`src/rtl/serial_adder_pkg.sv`:
```
// Shared types and elaboration helpers for the multi-cycle serial adder.
package serial_adder_pkg;

  typedef enum logic [1:0] {
    IDLE = 2'd0,
    RUN  = 2'd1,
    DONE = 2'd2
  } state_e;

  // Chunk-index register width; a single-chunk build still needs one bit.
  function automatic int idx_w(input int nchunk);
    return (nchunk > 1) ? $clog2(nchunk) : 1;
  endfunction

endpackage

```
`src/rtl/serial_adder_chunk.sv`:
```
// Combinational CHUNK-bit ripple slice built from full-adder cells.
module adder_chunk #(
  parameter int CHUNK = 1
) (
  input  logic [CHUNK-1:0] a_slice,
  input  logic [CHUNK-1:0] b_slice,
  input  logic             cin,
  output logic [CHUNK-1:0] s_slice,
  output logic             cout,
  output logic             c_msb
);

  logic [CHUNK:0] c;

  assign c[0] = cin;

  for (genvar i = 0; i < CHUNK; i++) begin : g_fa
    assign s_slice[i] = a_slice[i] ^ b_slice[i] ^ c[i];
    assign c[i+1]     = (a_slice[i] & b_slice[i]) | (c[i] & (a_slice[i] ^ b_slice[i]));
  end

  assign cout  = c[CHUNK];
  // Carry into the slice's top bit; only meaningful for the final chunk's overflow.
  assign c_msb = c[CHUNK-1];

endmodule

```
`src/rtl/serial_adder.sv`:
```
// Multi-cycle adder/subtractor: one CHUNK-bit slice per clock, valid/ready on both sides.
module serial_adder
  import serial_adder_pkg::*;
#(
  parameter int WIDTH = 8,
  parameter int CHUNK = 1
) (
  input  logic             clk,
  input  logic             rst_n,
  input  logic             in_valid,
  output logic             in_ready,
  input  logic [WIDTH-1:0] a,
  input  logic [WIDTH-1:0] b,
  input  logic             cin,
  input  logic             sub,
  output logic             out_valid,
  input  logic             out_ready,
  output logic [WIDTH-1:0] sum,
  output logic             cout,
  output logic             ovf
);

  localparam int NCHUNK = WIDTH / CHUNK;
  localparam int IW     = idx_w(NCHUNK);
  localparam logic [IW-1:0] LAST = IW'(NCHUNK - 1);

  if (WIDTH < 2 || CHUNK < 1 || (WIDTH % CHUNK) != 0) begin : g_bad_param
    $error("serial_adder: WIDTH must be >= 2 and divisible by CHUNK");
  end

  state_e            state_q, state_d;
  logic [WIDTH-1:0]  a_q, a_d, b_q, b_d, sum_q, sum_d;
  logic [IW-1:0]     idx_q, idx_d;
  logic              carry_q, carry_d, cout_q, cout_d, ovf_q, ovf_d;
  logic [CHUNK-1:0]  a_sl, b_sl, s_sl;
  logic              c_out, c_msb;

  always_comb begin
    a_sl = '0;
    b_sl = '0;
    for (int i = 0; i < NCHUNK; i++) begin
      if (idx_q == IW'(i)) begin
        a_sl = a_q[i*CHUNK +: CHUNK];
        b_sl = b_q[i*CHUNK +: CHUNK];
      end
    end
  end

  adder_chunk #(.CHUNK(CHUNK)) u_chunk (
    .a_slice (a_sl),
    .b_slice (b_sl),
    .cin     (carry_q),
    .s_slice (s_sl),
    .cout    (c_out),
    .c_msb   (c_msb)
  );

  always_comb begin
    state_d = state_q;
    a_d     = a_q;
    b_d     = b_q;
    sum_d   = sum_q;
    idx_d   = idx_q;
    carry_d = carry_q;
    cout_d  = cout_q;
    ovf_d   = ovf_q;
    unique case (state_q)
      IDLE: begin
        if (in_valid) begin
          // Subtraction is A + ~B + 1, so the mode is folded into the latched operand.
          a_d     = a;
          b_d     = sub ? ~b : b;
          carry_d = sub ? 1'b1 : cin;
          idx_d   = '0;
          sum_d   = '0;
          state_d = RUN;
        end
      end
      RUN: begin
        for (int i = 0; i < NCHUNK; i++) begin
          if (idx_q == IW'(i)) sum_d[i*CHUNK +: CHUNK] = s_sl;
        end
        carry_d = c_out;
        idx_d   = idx_q + IW'(1);
        if (idx_q == LAST) begin
          cout_d  = c_out;
          ovf_d   = c_out ^ c_msb;
          state_d = DONE;
        end
      end
      DONE: begin
        if (out_ready) state_d = IDLE;
      end
      default: state_d = IDLE;
    endcase
  end

  always_ff @(posedge clk or negedge rst_n) begin
    if (!rst_n) begin
      state_q <= IDLE;
      a_q     <= '0;
      b_q     <= '0;
      sum_q   <= '0;
      idx_q   <= '0;
      carry_q <= 1'b0;
      cout_q  <= 1'b0;
      ovf_q   <= 1'b0;
    end else begin
      state_q <= state_d;
      a_q     <= a_d;
      b_q     <= b_d;
      sum_q   <= sum_d;
      idx_q   <= idx_d;
      carry_q <= carry_d;
      cout_q  <= cout_d;
      ovf_q   <= ovf_d;
    end
  end

  assign in_ready  = (state_q == IDLE);
  assign out_valid = (state_q == DONE);
  assign sum       = sum_q;
  assign cout      = cout_q;
  assign ovf       = ovf_q;

endmodule

```
`config.mk`:
```
export PLATFORM = sky130hd
export DESIGN_NAME = serial_adder
export DESIGN_NICKNAME = d
export VERILOG_FILES = /design/src/rtl/serial_adder_pkg.sv /design/src/rtl/serial_adder_chunk.sv /design/src/rtl/serial_adder.sv
export SDC_FILE = /design/constraint.sdc
export NUM_CORES = 1
export LEC_CHECK = 0
export BUFFER_PORTS_ARGS = -buffer_cell sky130_fd_sc_hd__buf_2
export CELL_PAD_IN_SITES_DETAIL_PLACEMENT = 0
export CELL_PAD_IN_SITES_GLOBAL_PLACEMENT = 2
export CORE_MARGIN = 4
export CORE_UTILIZATION = 34
export CTS_BUF_LIST = sky130_fd_sc_hd__clkbuf_8
export CTS_CLUSTER_DIAMETER = 100
export DETAILED_ROUTE_END_ITERATION = 12
export GPL_TIMING_DRIVEN = 1
export PLACE_DENSITY_LB_ADDON = 0.1
export SETUP_SLACK_MARGIN = 0.2
export SLEW_MARGIN = 20
export SYNTH_ARGS = -nofsm -noshare
export SYNTH_HDL_FRONTEND = slang
export SYNTH_SLANG_ARGS = --single-unit
```
`constraint.sdc`:
```
create_clock -name clk -period 3.2 [get_ports clk]
set_input_delay 0.64 -clock clk [delete_from_list [all_inputs] [get_ports clk]]
set_output_delay 0.64 -clock clk [all_outputs]
set_load 0.05 [all_outputs]
```
==> results of run 1 <==
power groups by stage:
stage,Sequential (W),Combinational [W],Clock (W)
6_report,0.000705,0.00116,0.000305
5_1_grt,0.000730,0.00131,0.000332
4_1_cts,0.000706,0.00117,0.000318
3_5_place_dp,0.000713,0.00117,0
3_3_place_gp,0.000710,0.00115,0
2_1_floorplan,0.000850,0.000785,0
state kept, by name, indices dropped and copies added (netlist names):
name,count
a_q,8
b_q,8
sum,8
idx_q,3
state_q,2
carry_q,1
cout,1
ovf,1
area by class of cell:
class	instances	share of cell area
clock inverter	2	0.00379
multi-input combinational	136	0.402
clock buffer	6	0.0417
inverter	8	0.0152
tap	67	0.0423
timing repair buffer	35	0.0909
sequential	32	0.404
cells in the mapped netlist:
library cell,number,area (um^2)
nor3b_1,1,7.51
a31oi_1,1,6.26
a21oi_1,11,55.1
a32o_1,3,30.0
clkbuf_8,2,27.5
fa_1,1,20.0
buf_6,1,11.3
o31ai_1,3,22.5
buf_2,4,20.0
or3_1,1,6.26
and2_1,1,6.26
dfrtp_1,32,801
a22o_1,3,26.3
o21ai_0,15,75.1
ha_1,6,75.1
mux2i_1,2,20.0
buf_4,1,7.51
or2b_2,1,8.76
nand2b_1,4,25.0
nor3_1,1,5.00
nor2_1,5,18.8
clkbuf_1,2,7.51
nand2_1,42,158
o21ai_2,1,8.76
o21ai_1,8,40.0
a211oi_1,2,15.0
buf_1,1,3.75
o211ai_1,1,7.51
inv_1,8,30.0
mux2_2,1,11.3
nor2b_1,2,12.5
xnor2_1,9,78.8
nand3_1,11,55.1
metal layers:
layer  vias to the layer above  track usage  part of all wire
met5                         -            0                 0
met4                         0       0.0490             0.015
met3                         7       0.0408             0.056
met2                        37        0.224              0.45
met1                       631        0.174              0.48
li1                        691            -                 -
through the flow:
step	hold slack [ns]	cells	util	cell area (um^2)
floorplan	0.344	187	-	1700
global placement	0.461	278	0.395	1890
detailed placement	0.476	278	0.395	1890
CTS	0.430	286	0.414	1980
global route	0.473	286	0.414	1980
finish	0.405	286	0.414	1980
how the worst max path moves through the flow:
stage / start / endpoint
floorplan: idx_q[0] / sum[7]
global route: idx_q[0] / sum[7]
finish: idx_q[0] / sum[7]
detailed placement: idx_q[0] / sum[7]
global placement: idx_q[0] / sum[7]
CTS: idx_q[0] / sum[7]
placed cells by master (no fill, tap or decap), types with 2 or more instances in the layout:
| cell type | n |
|---|---|
| a211oi_1 | 2 |
| a21oi_1 | 11 |
| a22o_1 | 3 |
| a32o_1 | 3 |
| buf_2 | 33 |
| buf_4 | 2 |
| clkbuf_8 | 6 |
| dfrtp_1 | 32 |
| ha_1 | 5 |
| inv_1 | 10 |
| mux2i_1 | 2 |
| nand2_1 | 42 |
| nand2b_1 | 4 |
| nand3_1 | 11 |
| nor2_1 | 5 |
| nor2b_1 | 2 |
| o21ai_0 | 15 |
| o21ai_1 | 8 |
| o31ai_1 | 3 |
| xnor2_1 | 9 |
logic make-up after synthesis:
family,Yosys count
compound gates,48
buf+inv,19
flops,32
xor+xnor,9
mux,3
simple gates,69
fa+ha+maj,7
==> impl_results.md, run 1 <==
- Die Wd: 78.8 um
- Nets: 247
- Total power: between 0.002 and 0.0025 W
- Vias: around 1400
- Post-Place Setup Slack: 0.341 ns
- Peak VDD IR: 320 uV
- Mapped cell area: 0.00170 mm^2
- Largest net degree at the start of global routing: 33
- Final Wtd Congestion: 0.841
- CP Class: reg2reg
- Slew Viols, Final: 0
- Ys Warns: 0
- Setup Fix Bufs, Post-CTS: 0
- Reg clk slew, reported paths: 0.06 ns
- Post-DR vias/cell: 4.78
- CP required: around 3.4 ns
- CTS resizes: 0
- First-pass GRT wire length: 6620 um
- Cell Rows: 25
- Clock root buffer: clkbuf_8
- CTS tree: done
- Top Ports: 34
- GR Util All Layers: 0.138
- Post-synthesis area per instance: 9.11 um^2
- TNS Setup: 0 ns
- 1st-iter DRT viols: 35
- Cell family with most CP delay: compound AO/OA/AOI/OAI gates
- Max-cap violations: 0
- Worst Reg-to-Reg Cells: 9
- Aggregate global routing overflow: 0
- Final Critical Period: around 2.8 ns
- DIE AREA: 0.00620 mm^2
- Final Hold Viols: 0
- Sequential cell area fraction in the yosys report: 0.470
- CP bufs+invs: 1
- Clk buf depth: 2
- RSZ-0062 raised after global routing: no
- Post-Synth Simple-Gate Area: 0.178
- Clock network power share: 0.141
- Crit end category: register
- Setup slack, reg-to-reg: 0.37 ns
- Layout cells sized above 1: 0.205
- HP Class: in2async
- CP dominant cell by count: a22o_1
- Clk_lat worst skew: 0.28 ns
- Arr. time, crit path: 3.00 ns
- Fill count: 500
- Adder-Cell Fraction of Synth Area: 0.0558
- DRC viols: 0
- XOR/XNOR Fraction of Synth Area: 0.0463
- Vias in the first global route: 1425
- Mapped Cells: 187
- Crit-path max cell delay: 0.49 ns
- Initial antenna violation count: 0
- Crit share post-route: 0.885
- Reg area: 801 um^2
- Sw Share: 0.464
- Worst-path cell chain: inv_1 -> ha_1 -> a22o_1 -> or3_1 -> a32o_1 -> a22o_1 -> fa_1 -> a22o_1 -> a32o_1
- Pwr Density: 1090 mW/mm^2
- PortBufs: 33
- H-tree depth: 2
- Multiplexer share of the synthesized area: 0.0184
- Largest family of logic cells by synthesized area: simple AND/OR/NAND/NOR gates
- Critical path launch point type: register
- Flops & latches, synth: 32
- Multi-input gate area: 797 um^2
- Endpoints failing setup: 0
- Synthesis-to-layout area growth: 16.4%
- Total CTS buffers: 5
- Dpl hpwl: just under 3000 um
- Post-Syn Nets: 216
- Yosys cell types: 33
- Status: complete, no violations
- Drt first pass iters: 4
- Slew margin rel.: 0.471
- Crit path max-delay cell type: fa_1
- Critical R2R Capture: sum[7]
- Initial core utilization: 0.356
- NetSw: 0.00100 W
- Die H: 78.8 um
- Core area: around 0.0048 mm^2
- Part of the power in registers: 0.325
- Worst setup margin: about 0.37 ns
- Internal Power: 0.00116 W
- Wire per inst: 13.5 um
- Worst-path fanout max: 9
- Ant diodes: 0
- R2r startpoint: idx_q[0]
- Synth Area in Compound Gates: 0.168
- Least-Margin Pin Slew: 0.792 ns
- Power share of the combinational group: 0.534
- WP depth: 9
- Fmax: roughly 0.35 GHz
- Final wirelength: 3850 um
- CTS Sinks: 32
- Clock skew: 0.00560 ns
- Hold_buf cts: 0
- Post-route ant nets: 0
- Leakage power: 0.956 nW
Note: power is estimated with default switching activity, not from simulation.
==> run 2: changes to the inputs <==
CORE_UTILIZATION = 37   (was 34)
clock period = 3.3 ns   (was 3.2 ns; I/O delays follow)
==> impl_results.md, run 2 (synthesis gave the netlist of run 1 again) <==
- Status: complete, no violations
- GR Util All Layers: 0.145
- Nets: 246
- Top Ports: 34
- Clock skew: 0.00421 ns
- Commonest non-fill, non-tap cell in the layout: nand2_1
- Endpoints failing setup: 0
- Clock root buffer: clkbuf_8
- Vias: 1324
- Critical R2R Capture: sum[7]
- Drt first pass iters: 4
- Post-DR vias/cell: between 4 and 5
- Clk buf depth: 2
- Final Cell Area: 0.00196 mm^2
- DRC viols: 0
- Worst setup margin: approximately 0.43 ns
- Vias in the first global route: about 1300
- Placed Area: 0.00186 mm^2
- Crit-path max cell delay: around 0.58 ns
- HP Class: in2async
- Slew margin rel.: 0.324
- Total power: 0.00210 W
- CP Class: reg2reg
- Arr. time, crit path: 3.04 ns
- Crit end category: register
- Max-cap violations: 0
- Ant diodes: 0
- Synthesis-to-layout area growth: 14.8%
- CP bufs+invs: 1
- Total CTS buffers: 5
- CTS tree: done
- Crit path max-delay cell type: dfrtp_1
- Cell family with most CP delay: compound AO/OA/AOI/OAI gates
- Least-Margin Pin Slew: 1.01 ns
- Reg clk slew, reported paths: 0.07 ns
- Initial core utilization: 0.386
- H-tree depth: 2
- WP depth: 9
- Fmax: 0.348 GHz
- 1st-iter DRT viols: 41
- Dpl hpwl: roughly 2800 um
- Final wirelength: between 3000 and 4000 um
- TNS Setup: 0 ns
- Hold_buf cts: 0
- Final Critical Period: around 2.9 ns
- Critical path origin: idx_q[2]
- Setup slack, reg-to-reg: 0.43 ns
- Most frequent cells in the layout: 42 x nand2_1, 33 x buf_2, 32 x dfrtp_1
- First-pass GRT wire length: 6240 um
- Worst-path fanout max: 12
- Layout cells sized above 1: 0.206
- Post-route ant nets: 0
- CTS resizes: 0
- RSZ-0062 raised after global routing: no
- CP required: 3.47 ns
- Final Wtd Congestion: 0.928
- Post-Place Setup Slack: about 0.45 ns
- Die H: 75.8 um
- Leakage power: 0.951 nW
- DIE AREA: 0.00575 mm^2
- Wire per inst: between 10 and 15 um
- CTS Sinks: 32
- Die Wd: 75.8 um
- Initial antenna violation count: 0
- Crit share post-route: 0.870
- PortBufs: 33
- Worst-path cell chain: inv_1 -> ha_1 -> nand2b_1 -> o211ai_1 -> a32o_1 -> a22o_1 -> fa_1 -> a22o_1 -> a32o_1
- Largest net degree at the start of global routing: 33
- Worst Reg-to-Reg Cells: 9
- Critical path launch point type: register
- Peak VDD IR: 362 uV
- Cell Rows: 24
- R2r startpoint: idx_q[2]
- Final Hold Viols: 0
- Slew Viols, Final: 0
- Core area: 0.00441 mm^2
- Clk_lat worst skew: 0.28 ns
- Setup Fix Bufs, Post-CTS: 0
- Aggregate global routing overflow: 0
- Pwr Density: between 1000 and 1500 mW/mm^2
## run 2: cell types whose count changed in the layout (fill, tap and decap cells not counted), sizes merged
cell,before,now
clkinv,0,2
inv,10,8
buf,35,34
## run 2: final cells by class
| cell class | instances | area [um^2] |
|---|---|---|
| repair buffers | 34 | 173 |
| multi-input cells | 136 | 795 |
| clock buffers | 6 | 82.6 |
| clock inverters | 2 | 10.0 |
| well taps | 52 | 65.1 |
| inverters | 8 | 30.0 |
| flip-flops and latches | 32 | 801 |
| fillers | 453 | 2460 |
## run 2: worst max-delay path by stage
stage / to / slack [ns]
finish: sum[7] / 0.43
global route: sum[7] / 0.27
CTS: sum[7] / 0.43
detailed placement: sum[7] / 0.45
global placement: sum[7] / 0.56
floorplan: sum[7] / 0.68
## run 2: per-stage QoR
step	utilization	hold slack, ns	instances
after floorplan	-	0.364	187
after CTS	0.443	0.455	270
after detailed placement	0.422	0.465	262
final	0.443	0.422	270
after global placement	0.422	0.460	262
after global routing	0.443	0.496	270
## run 2: power by group
| group | internal, W | total (W) | switching (W) |
|---|---|---|---|
| Clock | 0.000166 | 0.000308 | 0.000142 |
| Combinational | 0.000388 | 0.00109 | 0.000704 |
| Sequential | 0.000569 | 0.000702 | 0.000134 |
## run 2: layer usage
metal | up-vias | part of all wire | GRT usage
li1 | 694 | - | -
met1 | 599 | 0.50 | 0.191
met3 | 5 | 0.041 | 0.0356
met2 | 26 | 0.45 | 0.232
met4 | 0 | 0.012 | 0.0466
met5 | - | 0 | 0
==> run 3: changes to the inputs <==
SYNTH_HIERARCHICAL = 1   (was unset)
==> impl_results.md, run 3 <==
- Status: complete, no violations
- Most used flip-flop cell after synthesis: dfrtp_1
- Nets: 244
- RSZ-0062 raised after global routing: no
- Setup slack, reg-to-reg: around 0.64 ns
- Crit end category: register
- Synth top area cells: dfrtp_1 45%, nand2_1 7.9%, o21ai_0 6.0%
- Critical path launch point type: register
- Setup Fix Bufs, Post-CTS: 0
- Crit share post-route: 0.805
- DIE AREA: 0.00593 mm^2
- Cell Rows: 24
- Drt first pass iters: 4
- Least-Margin Pin Slew: 0.967 ns
- Clock root buffer: clkbuf_8
- Count leader, synth: nand2_1
- Final Wtd Congestion: approximately 0.80
- H-tree depth: 2
- Die H: 77.0 um
- Yosys top cell by area: dfrtp_1
- CP Class: reg2reg
- Initial antenna violation count: 0
- Mapped cell area: 0.00176 mm^2
- CP required: ~3.5 ns
- Fmax: approximately 0.38 GHz
- Util after Layout: 0.451
- Slew Viols, Final: 0
- DRC viols: 0
- Pwr Density: ~1100 mW/mm^2
- Arr. time, crit path: around 2.8 ns
- Vias: 1357
- Crit-path max cell delay: 0.48 ns
- Post-route ant nets: 0
- Slew margin rel.: 0.355
- Die Wd: between 70 and 80 um
- Core area: around 0.0045 mm^2
- CTS Sinks: 32
- Top-area cell type share of the netlist area: 0.454
- Endpoints failing setup: 0
- Clk buf depth: 2
- Mapped Cells: 186
- Aggregate global routing overflow: 0
- Ys async rst share: 1.00
- Ant diodes: 0
- Most frequent cells in the layout: 37 x nand2_1, 33 x buf_2, 32 x dfrtp_1
- Dpl hpwl: 2790 um
- Commonest non-fill, non-tap cell in the layout: nand2_1
- First-pass GRT wire length: 6680 um
- Initial core utilization: 0.394
- Final wirelength: 3860 um
- Worst-path cell chain: inv_1 -> ha_1 -> nand3b_4 -> a2111oi_4 -> o22ai_1 -> a21oi_1 -> fa_1 -> nand2_1 -> o21ai_0
- Crit path max-delay cell type: fa_1
- HP Class: in2async
- Clk_lat worst skew: around 0.28 ns
- Largest net degree at the start of global routing: 33
- Clock skew: just over 0.007 ns
- Flops & latches, synth: 32
- Layout cells sized above 1: 0.228
- Post-Syn Nets: 215
- Commonest cells in the netlist: 37 x nand2_1, 32 x dfrtp_1, 21 x o21ai_0
- Synthesis-to-layout area growth: 14.4%
- Final Hold Viols: 0
- Number of synthesized flops with an enable pin: 0
- Vias in the first global route: about 1400
- Reg clk slew, reported paths: ~0.070 ns
- Hold_buf cts: 0
- Yosys cell types: 32
- Total CTS buffers: 5
- 1st-iter DRT viols: approximately 110
- Peak VDD IR: ~430 uV
- CTS tree: done
- Sequential cell area fraction in the yosys report: 0.454
- PortBufs: 33
- TNS Setup: 0 ns
- Ys Warns: 6
- Max-cap violations: 0
- Wire per inst: 14.5 um
- Top Ports: 34
- Leakage power: 0.983 nW
- Final Critical Period: 2.66 ns
- Worst-path fanout max: 9
- CTS resizes: 0
- Post-DR vias/cell: 5.08
- GR Util All Layers: 0.142
- Post-synthesis area per instance: 9.48 um^2
run 3: worst paths after layout:
check | from | end | depth (start not counted)
setup / recovery | idx_q[0] | sum[7] | 9
hold / removal | rst_n | sum[3] | 1
setup reg to reg | idx_q[0] | sum[7] | 9
hold reg to reg | b_q[2] | b_q[2] | 2
max in group asynchronous | rst_n | b_q[2] | 1
min in group clk | b_q[2] | b_q[2] | 2
run 3: layout make-up:
| type | instances | area [um^2] |
|---|---|---|
| Fill cell | 446 | 2460 |
| Multi-Input combinational cell | 133 | 845 |
| Sequential cell | 32 | 801 |
| Timing Repair Buffer | 35 | 180 |
| Clock buffer | 7 | 96.3 |
| Tap cell | 52 | 65.1 |
| Inverter | 8 | 30.0 |
run 3: cells by family (layout without fill, tap and decap cells):
group | after synthesis | after routing | synth area share
flip-flops | 32 | 32 | 0.454
adder cells (fa/ha/maj) | 7 | 7 | 0.0539
AND/OR/NAND/NOR | 68 | 68 | 0.196
multiplexers | 1 | 1 | 0.00639
XOR/XNOR | 9 | 9 | 0.0447
buffers and inverters | 21 | 50 | 0.0667
AO/OA/AOI/OAI | 48 | 48 | 0.178
run 3: power breakdown:
part	internal (W)	switching (W)
sequential	0.000568	0.000120
clock	0.000186	0.000139
combinational	0.000394	0.000731
run 3: worst max-delay path: cells and delay by family, from the launching register on:
family          cells  cell delay (ns)
buf+inv             1             0.11
simple gates        2             0.27
fa+ha+maj           2             0.93
flops               1             0.42
compound gates      4             0.80
run 3: routing by layer:
metal,GRT usage,vias to the layer above,wire (um)
li1,-,679,-
met1,0.178,629,1770
met2,0.220,39,1740
met3,0.0468,10,247
met4,0.0712,0,107
met5,0,-,0
run 3: per-stage QoR:
step	total power, W	instance area [um^2]	hold WS, ns	std cells	setup slack (ns)
after floorplan	0.00160	1760	0.364	186	0.912
after global placement	0.00179	1920	0.458	260	0.774
after detailed placement	0.00183	1920	0.465	260	0.661
after CTS	0.00216	2020	0.451	267	0.657
after global routing	0.00233	2020	0.499	267	0.433
final	0.00214	2020	0.435	267	0.642
